### src/rtl/pool_window_buffer.sv
// pool_window_buffer: assembles non-overlapping WINDOW x WINDOW tiles from a raster pixel stream
// into one registered, valid/ready output slot. Defining POOL_WIN_LAST_EN adds the win_last flag.
module pool_window_buffer #(
    parameter int WINDOW = 4,
    parameter int DATA_W = 32,
    parameter int IMG_W  = 16,
    parameter int IMG_H  = 16
) (
    input  logic                            clk,
    input  logic                            rst,
    input  logic                            in_valid,
    output logic                            in_ready,
    input  logic [DATA_W-1:0]               in_data,
    output logic                            win_valid,
    input  logic                            win_ready,
    output logic [WINDOW*WINDOW*DATA_W-1:0] win_data
`ifdef POOL_WIN_LAST_EN
    ,
    output logic                            win_last
`endif
);
    localparam int COL_W  = (IMG_W > 1) ? $clog2(IMG_W) : 1;
    localparam int ROW_W  = (IMG_H > 1) ? $clog2(IMG_H) : 1;
    localparam int TILE_W = WINDOW * WINDOW * DATA_W;

    logic [COL_W-1:0]  col;
    logic [COL_W-1:0]  col_base;
    logic [ROW_W-1:0]  row;
    int                row_ph;
    int                col_ph;
    logic              xfer;
    logic              complete;
    logic              col_end;
    logic              row_end;
    logic [TILE_W-1:0] tile;

    logic [DATA_W-1:0] line_mem [WINDOW-1][IMG_W];
    logic [DATA_W-1:0] tail [WINDOW];

    // Handshakes: a transfer happens on a cycle where valid && ready, on either side.
    // in_ready depends only on the slot state and win_ready, never on in_valid.
    assign in_ready = !win_valid || win_ready;
    assign xfer     = in_valid && in_ready;

    always_comb begin
        row_ph = int'(row) % WINDOW;
        col_ph = int'(col) % WINDOW;
    end

    assign col_end  = (col == COL_W'(IMG_W - 1));
    assign row_end  = (row == ROW_W'(IMG_H - 1));
    assign complete = xfer && (row_ph == WINDOW - 1) && (col_ph == WINDOW - 1);
    // Only meaningful on a completing transfer, where col sits on the tile's right edge.
    assign col_base = col - COL_W'(WINDOW - 1);

    always_ff @(posedge clk or posedge rst) begin
        if (rst) begin
            col <= '0;
            row <= '0;
        end else if (xfer) begin
            if (col_end) begin
                col <= '0;
                row <= row_end ? '0 : row + 1'b1;
            end else begin
                col <= col + 1'b1;
            end
        end
    end

    // Pixel storage is intentionally unreset: every entry is rewritten before a tile reads it.
    always_ff @(posedge clk) begin
        if (xfer) begin
            for (int r = 0; r < WINDOW - 1; r++) begin
                if (row_ph == r) line_mem[r][col] <= in_data;
            end
            for (int c = 0; c < WINDOW; c++) begin
                if ((row_ph == WINDOW - 1) && (col_ph == c)) tail[c] <= in_data;
            end
        end
    end

    always_comb begin
        tile = '0;
        for (int r = 0; r < WINDOW - 1; r++) begin
            for (int c = 0; c < WINDOW; c++) begin
                tile[(r*WINDOW + c)*DATA_W +: DATA_W] = line_mem[r][col_base + COL_W'(c)];
            end
        end
        for (int c = 0; c < WINDOW - 1; c++) begin
            tile[((WINDOW-1)*WINDOW + c)*DATA_W +: DATA_W] = tail[c];
        end
        // The completing pixel bypasses storage and lands directly in the bottom-right element.
        tile[(WINDOW*WINDOW - 1)*DATA_W +: DATA_W] = in_data;
    end

    always_ff @(posedge clk or posedge rst) begin
        if (rst) begin
            win_valid <= 1'b0;
            win_data  <= '0;
        end else if (complete) begin
            win_valid <= 1'b1;
            win_data  <= tile;
        end else if (win_ready) begin
            win_valid <= 1'b0;
        end
    end

`ifdef POOL_WIN_LAST_EN
    always_ff @(posedge clk or posedge rst) begin
        if (rst) begin
            win_last <= 1'b0;
        end else if (complete) begin
            win_last <= row_end && col_end;
        end
    end
`endif

endmodule

### config.mk
export PLATFORM = sky130hd
export DESIGN_NAME = pool_window_buffer
export DESIGN_NICKNAME = d
export VERILOG_FILES = /design/src/rtl/pool_window_buffer.sv
export SDC_FILE = /design/constraint.sdc
export NUM_CORES = 2
export LEC_CHECK = 0
export BUFFER_PORTS_ARGS = -buffer_cell sky130_fd_sc_hd__buf_2
export CORE_MARGIN = 3
export CORE_UTILIZATION = 29
export DETAILED_ROUTE_END_ITERATION = 8
export PLACE_DENSITY = 0.48
export SYNTH_ARGS = -nofsm -noshare
export SYNTH_HDL_FRONTEND = slang
export SYNTH_SLANG_ARGS = --single-unit
### constraint.sdc
create_clock -name clk -period 18 [get_ports clk]
set_input_delay 0.9 -clock clk [delete_from_list [all_inputs] [get_ports clk]]
set_output_delay 0.9 -clock clk [all_outputs]
set_load 0.02 [all_outputs]
==> results.md <==
- Utilization of the core after routing: 33.6%
- Count of flip-flops with a built-in enable after synthesis: 1632
- Total number of vias: 73675
- Area inside the core boundary: 400000 um^2
- Period utilization: 37.2%
- Clock tree from TritonCTS: yes
- Flops & latches, synth: 2153
- Number of I/O port buffers: 549
- Share of the synthesized area in the top cell type: 41.9%
- Register area share after synthesis: 53.1%
- Commonest cells post-synth: 1632 x sky130_fd_sc_hd__edfxtp_1, 1632 x sky130_fd_sc_hd__mux4_2, 1274 x sky130_fd_sc_hd__nand2_1
- Maximum number of pins on one net before global-route repair: 163
- Post-layout instance area: 134000 um^2
- Average footprint of a synthesized cell: 16.8 um^2
- Clock Root Buffer: sky130_fd_sc_hd__clkbuf_16
- Via-per-instance ratio: 5.73
- Detailed-routing iteration count for the pre-antenna-repair pass: 5
- Stage delay of the slowest cell on the critical path: 0.94 ns
- Number of hold-slack violations in the final timing report: 0
- Initial Util: 29.2%
- Number of H-tree branching levels: 5
- Category of the worst setup path launch point: register
- Crit Path Category: reg2reg
- Final Skew: 0.0484 ns
- Routability cong.: 0.786
- Number of max-cap violations: 0
- Number of CTS-inserted buffers: 275
- Clock tree buffer depth: 4
- Fraction of final layout cells with drive strength greater than 1: 39.9%
- Async SR Flop Fraction: 24.2%
- Leakage power: 47.3 nW
- Drt initial violations: 8385
- Sum of buffers and inverters on the critical path: 5
- Largest fanout on the critical path: 57
- Number of top-level design ports: 550
- Busiest layer in global routing: met2
- Total die area: 411000 um^2
- Post-cts sizing count: 0
- Nets: 7393
- Final non-filler cell total: 12847
- Synth-to-Final Area Change: 15.1%
- GR Util met3: 4.42%
- Run status: finished clean
- Routed length per instance: 33.4 um
- Most frequently used flop master after synthesis: sky130_fd_sc_hd__edfxtp_1
- Clock-pin slew reported for the worst setup and hold paths after clock tree synthesis: 0.06 ns
- Number of max-slew violations in the final report: 0
- Count of unique library cells instantiated by Yosys: 44
- Data required time at the worst endpoint: 18.76 ns
- Number of cells produced by synthesis: 6970
- Number of endpoints failing setup at the final stage: 0
- Worst skew pair latency: 0.92 ns
- Post-layout min period: 6.70 ns
- Netlist area before placement: 117000 um^2
- Total number of placement rows: 232
- Final-layout setup total negative slack: 0 ns
- Top area cells in the synthesized netlist: sky130_fd_sc_hd__edfxtp_1 42%, sky130_fd_sc_hd__mux4_2 31%, sky130_fd_sc_hd__dfrtp_1 11%
- Category of cells accounting for the largest share of critical-path delay: buffers and inverters
- Number of placed instances, taps included: 12331
- Slowest cell on the critical path: sky130_fd_sc_hd__dfrtp_4
- Cell taking the most area after synthesis: sky130_fd_sc_hd__edfxtp_1
- Wire length of the first global-routing pass: 597000 um
- Clock sink total: 2153
- Synthesized netlist net count: 7019
- Slew at the pin closest to its max-slew limit: 1.37 ns
- Die height: 641 um
- Number of remaining DRC errors: 0
- Antenna-violating nets left: 0
- RSZ-0062 raised after global routing: false
- Data arrival time of the worst path: 7.47 ns
- Cells along the critical path: inv_1 > ha_4 > inv_1 > ha_4 > buf_4 > buf_4 > buf_4 > mux4_2 > nand2_1 > a21oi_1 > a211o_1
- Most common cell on crit path: sky130_fd_sc_hd__buf_4
- Max-slew headroom at the worst pin: 8.70%
- Kind of capture point of the worst setup path: register
- Global Route Usage Sum: 20.5%
- Antenna violations before repair: 38
- GR Util met2: 32.6%
- Remaining global-route overflow: 0
- DRT Wirelength: 429000 um
- Maximum operating frequency: 149 MHz
- Met1 Resource Use GR: 27.3%
- Half-perimeter wire length after detailed placement: 240000 um
- Post-place instance area: 125000 um^2
- Yosys warnings: 0
- Hold Crit Class: in2reg
- Number of global-route vias before repair: 73876
- Width of the chip: 641 um
- Power per standard cell area: 213 nW/um^2
- Worst supply voltage drop on vdd: 0.567 mV
-- path summary, 6_finish.rpt --
path,start,endpoint,slack (ns),depth (start not counted)
hold reg to reg,tail[2][19],win_data[467],0.44,2
min in group asynchronous,rst,win_data[22],0.56,3
setup / recovery,col[0],win_data[76],11.30,11
hold / removal,in_data[20],line_mem[0][340],0.41,1
setup reg to reg,col[0],win_data[76],11.30,11
max in group asynchronous,rst,win_data[405],13.56,7
-- what timing repair did --
item,CTS,global route
hold buffers,1,0
buffers inserted,0,0
hold endpoints to repair,5,0
-- per-layer routing --
metal / wire (um) / part of all wire, % / vias to the layer above
li1: - / - / 29407
met1: 172000 / 40 / 39962
met2: 200000 / 47 / 3614
met3: 36900 / 8.6 / 692
met4: 19200 / 4.5 / 0
met5: 0 / 0 / -
-- cell type report --
cell class | count | area [um^2]
repair buffers | 729 | 4300
inverters | 10 | 45.0
clock inverters | 142 | 1760
clock buffers | 364 | 7610
multi-input cells | 4175 | 52100
fillers | 38086 | 266000
well taps | 5265 | 6590
flip-flops and latches | 2153 | 62000
diodes | 9 | 22.5
-- logic make-up after synthesis --
family / Yosys count / synth area share (%)
flops: 2153 / 53.1
mux: 2112 / 35.8
simple gates: 1546 / 5.23
buf+inv: 642 / 2.71
compound gates: 494 / 2.93
fa+ha+maj: 13 / 0.139
xor+xnor: 10 / 0.127
-- stage by stage --
stage,setup WS [ns],power [mW],hold slack [ns]
2_1_floorplan,2.54,18.2,0.415
3_3_place_gp,11.41,23.1,0.421
4_1_cts,11.27,29.1,0.343
5_1_grt,10.84,30.2,0.382
6_report,11.30,28.7,0.412
3_5_place_dp,11.31,23.2,0.428
-- flip-flops by register name, indices dropped and copies added, names as in the netlist --
signal and cells:
win_data 512, col 4, tail 96, row 4, line_mem 1536, win_valid 1
-- placed cells by master, fill, tap and decap left out, drive strengths merged, types with 192 or more instances in the layout --
cell,synthesis,layout
mux4,1632,1632
edfxtp,1632,1632
nand2,1274,1274
buf,384,728
dfrtp,521,521
clkbuf,248,364
mux2i,288,288
nand3,203,203
a21oi,195,195
mux2,192,192
-- power by group --
group	leakage, nW	internal, mW	switching, mW	total (mW)
registers	21.4	6.03	0.648	6.68
logic	21.3	7.05	9.19	16.2
clock network	4.56	3.47	2.30	5.77
total	47.3	16.6	12.1	28.7
Note: power is estimated with default switching activity, not from simulation.
